===== src/rtl/instr_fetch_queue.sv =====
// Instruction fetch queue: issues sequential word fetches, buffers {pc, instr} responses in a FIFO,
// and handles redirects by flushing and discarding stale responses. Optional macro: IFQ_BYPASS_EN.
module instr_fetch_queue #(
    parameter int unsigned DEPTH    = 4,
    parameter logic [31:0] RESET_PC = 32'h0000_3000
) (
    input  logic                         clk,
    input  logic                         rst,
    input  logic                         redirect_valid,
    input  logic [31:0]                  redirect_pc,
    output logic                         imem_req_valid,
    input  logic                         imem_req_ready,
    output logic [31:0]                  imem_req_addr,
    input  logic                         imem_resp_valid,
    input  logic [31:0]                  imem_resp_data,
    output logic                         out_valid,
    input  logic                         out_ready,
    output logic [31:0]                  out_instr,
    output logic [31:0]                  out_pc,
    output logic [$clog2(DEPTH+1)-1:0]   inflight_cnt
);

    localparam int unsigned CNT_W = $clog2(DEPTH + 1);
    localparam int unsigned PTR_W = $clog2(DEPTH);
    localparam int unsigned SUM_W = CNT_W + 1;

    logic [31:0]      fetch_pc_q, fetch_pc_d;
    logic [31:0]      resp_pc_q, resp_pc_d;
    logic [CNT_W-1:0] count_q, count_d;
    logic [CNT_W-1:0] inflight_q, inflight_d;
    logic [CNT_W-1:0] discard_q, discard_d;
    logic [PTR_W-1:0] wr_ptr_q, wr_ptr_d;
    logic [PTR_W-1:0] rd_ptr_q, rd_ptr_d;
    logic [31:0]      fifo_pc_q [DEPTH];
    logic [31:0]      fifo_pc_d [DEPTH];
    logic [31:0]      fifo_instr_q [DEPTH];
    logic [31:0]      fifo_instr_d [DEPTH];

    logic             req_fire_s;
    logic             keep_s;
    logic             bypass_s;
    logic             push_s;
    logic             pop_s;
    logic [SUM_W-1:0] credit_used_s;

    // Queued entries plus outstanding fetches never exceed DEPTH, so a push can never overflow.
    assign credit_used_s  = SUM_W'(count_q) + SUM_W'(inflight_q);
    assign imem_req_valid = !rst && !redirect_valid && (credit_used_s < SUM_W'(DEPTH));
    assign imem_req_addr  = fetch_pc_q;
    assign req_fire_s     = imem_req_valid && imem_req_ready;
    assign keep_s         = imem_resp_valid && !redirect_valid && (discard_q == {CNT_W{1'b0}});
    assign inflight_cnt   = rst ? {CNT_W{1'b0}} : inflight_q;

`ifdef IFQ_BYPASS_EN
    assign bypass_s = !rst && keep_s && (count_q == {CNT_W{1'b0}});
`else
    assign bypass_s = 1'b0;
`endif

    assign pop_s  = out_valid && out_ready && !bypass_s;
    assign push_s = keep_s && !(bypass_s && out_ready);

    // Output mux: bypassed response, FIFO head, or zeros.
    always_comb begin
        out_valid = 1'b0;
        out_pc    = 32'h0000_0000;
        out_instr = 32'h0000_0000;
        if (bypass_s) begin
            out_valid = 1'b1;
            out_pc    = resp_pc_q;
            out_instr = imem_resp_data;
        end else if (!rst && !redirect_valid && (count_q != {CNT_W{1'b0}})) begin
            out_valid = 1'b1;
            out_pc    = fifo_pc_q[rd_ptr_q];
            out_instr = fifo_instr_q[rd_ptr_q];
        end else begin
            out_valid = 1'b0;
        end
    end

    // Next-state logic for fetch PCs, credit counters and FIFO.
    always_comb begin
        fetch_pc_d   = fetch_pc_q;
        resp_pc_d    = resp_pc_q;
        count_d      = count_q;
        discard_d    = discard_q;
        wr_ptr_d     = wr_ptr_q;
        rd_ptr_d     = rd_ptr_q;
        fifo_pc_d    = fifo_pc_q;
        fifo_instr_d = fifo_instr_q;
        inflight_d   = inflight_q + CNT_W'(req_fire_s) - CNT_W'(imem_resp_valid);
        if (redirect_valid) begin
            // Every request still outstanding after this cycle belongs to the old stream.
            count_d    = {CNT_W{1'b0}};
            wr_ptr_d   = {PTR_W{1'b0}};
            rd_ptr_d   = {PTR_W{1'b0}};
            discard_d  = inflight_d;
            fetch_pc_d = {redirect_pc[31:2], 2'b00};
            resp_pc_d  = {redirect_pc[31:2], 2'b00};
        end else begin
            if (req_fire_s) begin
                fetch_pc_d = fetch_pc_q + 32'd4;
            end else begin
                fetch_pc_d = fetch_pc_q;
            end
            if (imem_resp_valid && (discard_q != {CNT_W{1'b0}})) begin
                discard_d = discard_q - CNT_W'(1);
            end else begin
                discard_d = discard_q;
            end
            if (keep_s) begin
                resp_pc_d = resp_pc_q + 32'd4;
            end else begin
                resp_pc_d = resp_pc_q;
            end
            if (push_s) begin
                fifo_pc_d[wr_ptr_q]    = resp_pc_q;
                fifo_instr_d[wr_ptr_q] = imem_resp_data;
                wr_ptr_d               = wr_ptr_q + PTR_W'(1);
            end else begin
                wr_ptr_d = wr_ptr_q;
            end
            if (pop_s) begin
                rd_ptr_d = rd_ptr_q + PTR_W'(1);
            end else begin
                rd_ptr_d = rd_ptr_q;
            end
            count_d = count_q + CNT_W'(push_s) - CNT_W'(pop_s);
        end
    end

    // State registers with synchronous reset.
    always_ff @(posedge clk) begin
        if (rst) begin
            fetch_pc_q   <= RESET_PC;
            resp_pc_q    <= RESET_PC;
            count_q      <= {CNT_W{1'b0}};
            inflight_q   <= {CNT_W{1'b0}};
            discard_q    <= {CNT_W{1'b0}};
            wr_ptr_q     <= {PTR_W{1'b0}};
            rd_ptr_q     <= {PTR_W{1'b0}};
            fifo_pc_q    <= '{default: 32'h0000_0000};
            fifo_instr_q <= '{default: 32'h0000_0000};
        end else begin
            fetch_pc_q   <= fetch_pc_d;
            resp_pc_q    <= resp_pc_d;
            count_q      <= count_d;
            inflight_q   <= inflight_d;
            discard_q    <= discard_d;
            wr_ptr_q     <= wr_ptr_d;
            rd_ptr_q     <= rd_ptr_d;
            fifo_pc_q    <= fifo_pc_d;
            fifo_instr_q <= fifo_instr_d;
        end
    end

endmodule


===== config.mk =====
export PLATFORM = sky130hd
export DESIGN_NAME = instr_fetch_queue
export DESIGN_NICKNAME = d
export VERILOG_FILES = /design/src/rtl/instr_fetch_queue.sv
export SDC_FILE = /design/constraint.sdc
export NUM_CORES = 1
export LEC_CHECK = 0
export CAP_MARGIN = 15
export CORE_MARGIN = 8
export CORE_UTILIZATION = 29
export CTS_CLUSTER_SIZE = 25
export DETAILED_ROUTE_END_ITERATION = 8
export PLACE_DENSITY = 0.51
export SLEW_MARGIN = 20
export SYNTH_ARGS = -nofsm -noshare
export SYNTH_HDL_FRONTEND = slang
export SYNTH_SLANG_ARGS = --single-unit
export TNS_END_PERCENT = 1

===== constraint.sdc =====
create_clock -name clk -period 4.45 [get_ports clk]
set_clock_uncertainty 0.15 [all_clocks]
set_input_delay 0.89 -clock clk [delete_from_list [all_inputs] [get_ports clk]]
set_output_delay 0.89 -clock clk [all_outputs]
set_load 0.02 [all_outputs]

==> results.md <==
Layout:
- Leaving out fill and tap cells, the most frequent cell in the layout is sky130_fd_sc_hd__nand2_1.
- The layout net count is ~1900.
- The share of layout cells above drive strength 1 is 9.296%.
- The finished cells cover 18050 um2.
- The post-route non-filler standard cell count is ~2500.
- In the layout the commonest cells are sky130_fd_sc_hd__nand2_1 (539), sky130_fd_sc_hd__dfxtp_1 (319), sky130_fd_sc_hd__a21oi_1 (267).
- The post-synthesis to final-layout area growth is 24.85%.

Clock tree:
- The count of hold-fix buffers inserted at cts is 0.
- TritonCTS built the clock tree.
- Clock tree synthesis inserted a total of 40 buffers.
- Counting along the longest clock path gives a buffer depth of 3.
- The clock reaches the later pin of the worst-skew pair after between 500 and 600 ps.
- The number of H-tree branching levels is 2.
- The clock drives between 300 and 400 sinks.
- Once the clock tree was built, the resizer swapped 0 gates to a different size.
- In this run the post-CTS setup repair buffer count came out at 0.
- The tree is rooted in a sky130_fd_sc_hd__clkbuf_16.
- The clock slew at the register clock pins of the worst setup and hold paths is ~50 ps.

Setup path:
- The worst setup path is launched from an input pin.
- The data required time at the worst endpoint is about 3400 ps.
- Of all nets on the critical path, the largest fanout is 65.
- Traced cell by cell, the critical path runs through clkdlybuf4s50_1, or2_1, nor2_4, buf_12, and2_1, clkdlybuf4s50_1.
- The number of buffers and inverters on the critical path is 3.
- Data arrives at the worst endpoint at 2940 ps.
- The cell family with the largest share of critical-path delay is buffers and inverters.
- The class of the most critical setup path is input pin to output port.
- The slowest stage of the critical path belongs to the cell sky130_fd_sc_hd__clkdlybuf4s50_1.
- The worst stage delay on the critical path is about 620 ps.
- STA classifies the critical path endpoint as an output port.
- The dominant cell type by count on the critical path is sky130_fd_sc_hd__clkdlybuf4s50_1.

Detailed routing:
- The count of nets left with antenna violations once routing finished came out at 0.
- The final route contains ~12000 vias.
- After detailed routing, the number of remaining DRC violations is 0.
- For this block, the initial DRC count from the detailed router was ~790.
- The via density per instance is about 4.9.
- The number of detailed-route iterations in the first pass is 5.
- The per-cell routed wire length is approximately 17 um.
- For this block, the routed nets add up to around 44000 um of wire.

Floorplanning:
- The die width is between 200 and 250 um.
- For this design the top-level I/O count stands at approximately 170.
- For this configuration, the core starts out at a cell density of 29.11%.
- The die area is 57250 um2.
- The floorplan has about 80 rows.
- The y dimension of the die is 239.3 um.
- The standard cell core area is 49660 um2.

Place:
- The number of placed instances, taps included, is 2468.
- Routability-driven placement finished with a final weighted congestion of approximately 0.77.
- The total half-perimeter wirelength after legalization and detailed placement is 27540 um.
- The standard cell area after detailed placement is roughly 17000 um2.
- During placement, the flow inserted port buffers numbering 164.

Timing:
- The tightest slew margin relative to the limit is between 30% and 40%.
- The final critical delay including setup and external delays is approximately 4000 ps.
- In the finished design, the share of the clock period the worst path needs comes to 89.51%.
- The count of pins over their slew limit is 0.
- The slew at the pin closest to its max-slew limit is around 910 ps.
- The total negative slack is 0 ps.
- The timing-limited maximum frequency is about 250 MHz.
- Setup repair after global routing left no endpoint under its margin.
- Hold timing on the final database bottoms out at a slack of around 300 ps.
- The number of hold violations in the final report is 0.
- The count of endpoints failing setup in the final report is 0.

Logic synthesis:
- Ranked by total cell area, the synthesized netlist is headed by sky130_fd_sc_hd__dfxtp_1 (44%), sky130_fd_sc_hd__nand2_1 (14%), sky130_fd_sc_hd__mux4_2 (9.7%).
- The cell count after synthesis came out at ~1700.
- The count of cell types in the netlist is 51.
- The synthesized design contains 321 register bits.
- The dominant cell type by area after synthesis is sky130_fd_sc_hd__dfxtp_1.
- The average cell area after synthesis is 8.294 um2.
- In the synthesized netlist the async set-or-reset flop fraction comes to 0%.
- In this run, synthesis inferred 0 flip-flops with an integrated enable.
- The top cell type's share of synthesized area is about 44%.
- The proportion of synthesized chip area in sequential cells is 44.45%.
- The count of yosys warnings during synthesis is 0.
- The synthesized netlist occupies a cell area of ~14000 um2.
- The most used flip-flop cell after synthesis is sky130_fd_sc_hd__dfxtp_1.

GRT:
- The wire length of the first global-routing pass is 69220 um.
- Global routing finished with a remaining overflow of 0.
- Across every metal layer, demand over resource in global routing totals between 15 and 20%.
- The number of antenna violations at the first check in global routing is 2.
- The maximum number of pins on one net before global-route repair is 205.
- The via count of the first global-routing pass is between 10000 and 15000.

Pwr:
- The static leakage is between 5 and 6 nW.
- The worst supply voltage drop on vdd is ~0.23 mV.
- For this design the ratio of total power to cell area is 373.5 nW/um2.
- After layout, the design draws a total of 0.006741 W.

Worst hold path:
- The class of the tightest hold or removal check is flip-flop to flip-flop.

Outcome:
- The flow ran to the end, and the final reports show no timing, DRC or antenna violations.

Job:
- Across the run, the number of max-cap violations was 0.
[logic make-up after synthesis]
| kind of cell | synth area share (%) |
|---|---|
| AND/OR/NAND/NOR | 23.53 |
| AO/OA/AOI/OAI | 13.00 |
| flip-flops | 44.45 |
| buffers and inverters | 4.578 |
| multiplexers | 10.38 |
| XOR/XNOR | 2.545 |
| adder cells (fa/ha/maj) | 1.489 |
| other | 0.02594 |
[worst paths after layout]
kind / slack, ps / cells after the start / startpoint / to
min reg2reg: 300 / 2 / fifo_pc_q[91]$_SDFFE_PP0P_ / fifo_pc_q[91]$_SDFFE_PP0P_
min: 300 / 2 / fifo_pc_q[91]$_SDFFE_PP0P_ / fifo_pc_q[91]$_SDFFE_PP0P_
max: 470 / 6 / redirect_valid / out_pc[5]
max reg2reg: 1530 / 10 / count_q[2]$_SDFF_PP0_ / discard_q[2]$_SDFFE_PP0P_
[Yosys cell counts (15+ instances only)]
master and number:
sky130_fd_sc_hd__xor2_1 27, sky130_fd_sc_hd__clkbuf_1 123, sky130_fd_sc_hd__and2_1 72, sky130_fd_sc_hd__a21oi_1 267
sky130_fd_sc_hd__xnor2_1 15, sky130_fd_sc_hd__nor2_1 53, sky130_fd_sc_hd__and3_1 20, sky130_fd_sc_hd__nand4_1 29
sky130_fd_sc_hd__dfxtp_1 321, sky130_fd_sc_hd__nand2_1 543, sky130_fd_sc_hd__mux4_2 62, sky130_fd_sc_hd__a211oi_1 17
sky130_fd_sc_hd__inv_1 21, sky130_fd_sc_hd__nand3_1 19
[registers in the layout, summed over array words and instances, names as in the netlist]
name and count:
fifo_pc_q 120, inflight_q 3, wr_ptr_q 2, imem_req_addr 30, discard_q 3, count_q 3, fifo_instr_q 128, resp_pc_q 30
rd_ptr_q 2
[worst min-delay path: stages, from the launching register on]
cell and delay (ps):
sky130_fd_sc_hd__dfxtp_1 300, sky130_fd_sc_hd__nand2_1 50, sky130_fd_sc_hd__a21oi_1 50
[through the flow]
| stage | util (%) | setup WS [ps] |
|---|---|---|
| floorplan | - | 984.6 |
| detailed placement | 33.90 | 418.8 |
| global placement | 33.90 | 405.6 |
| global route | 36.35 | 328.3 |
| CTS | 36.34 | 400.7 |
| finish | 36.35 | 466.7 |
[area by class of cell]
type / count / area (um2)
timing repair buffer: 196 / 2073
fill: 5130 / 31610
multi-input combinational: 1257 / 7402
clock inverter: 12 / 92.59
antenna: 1 / 2.502
inverter: 22 / 82.58
sequential: 321 / 6434
tap: 672 / 840.8
clock buffer: 53 / 1121
[power breakdown]
group          switching (W)  internal (W)  leakage, nW
combinational       0.000365      0.000266         2.76
sequential          0.000102       0.00296         2.60
clock                0.00123       0.00182        0.608
[layer usage]
layer / vias to the layer above / track usage [%] / part of all wire (%)
met3: 51 / 3.140 / 5.7
met4: 0 / 3.995 / 1.5
met1: 5907 / 19.81 / 45
met2: 297 / 25.15 / 48
li1: 6074 / - / -
met5: - / 0 / 0
(Power assumes the default switching activity.)
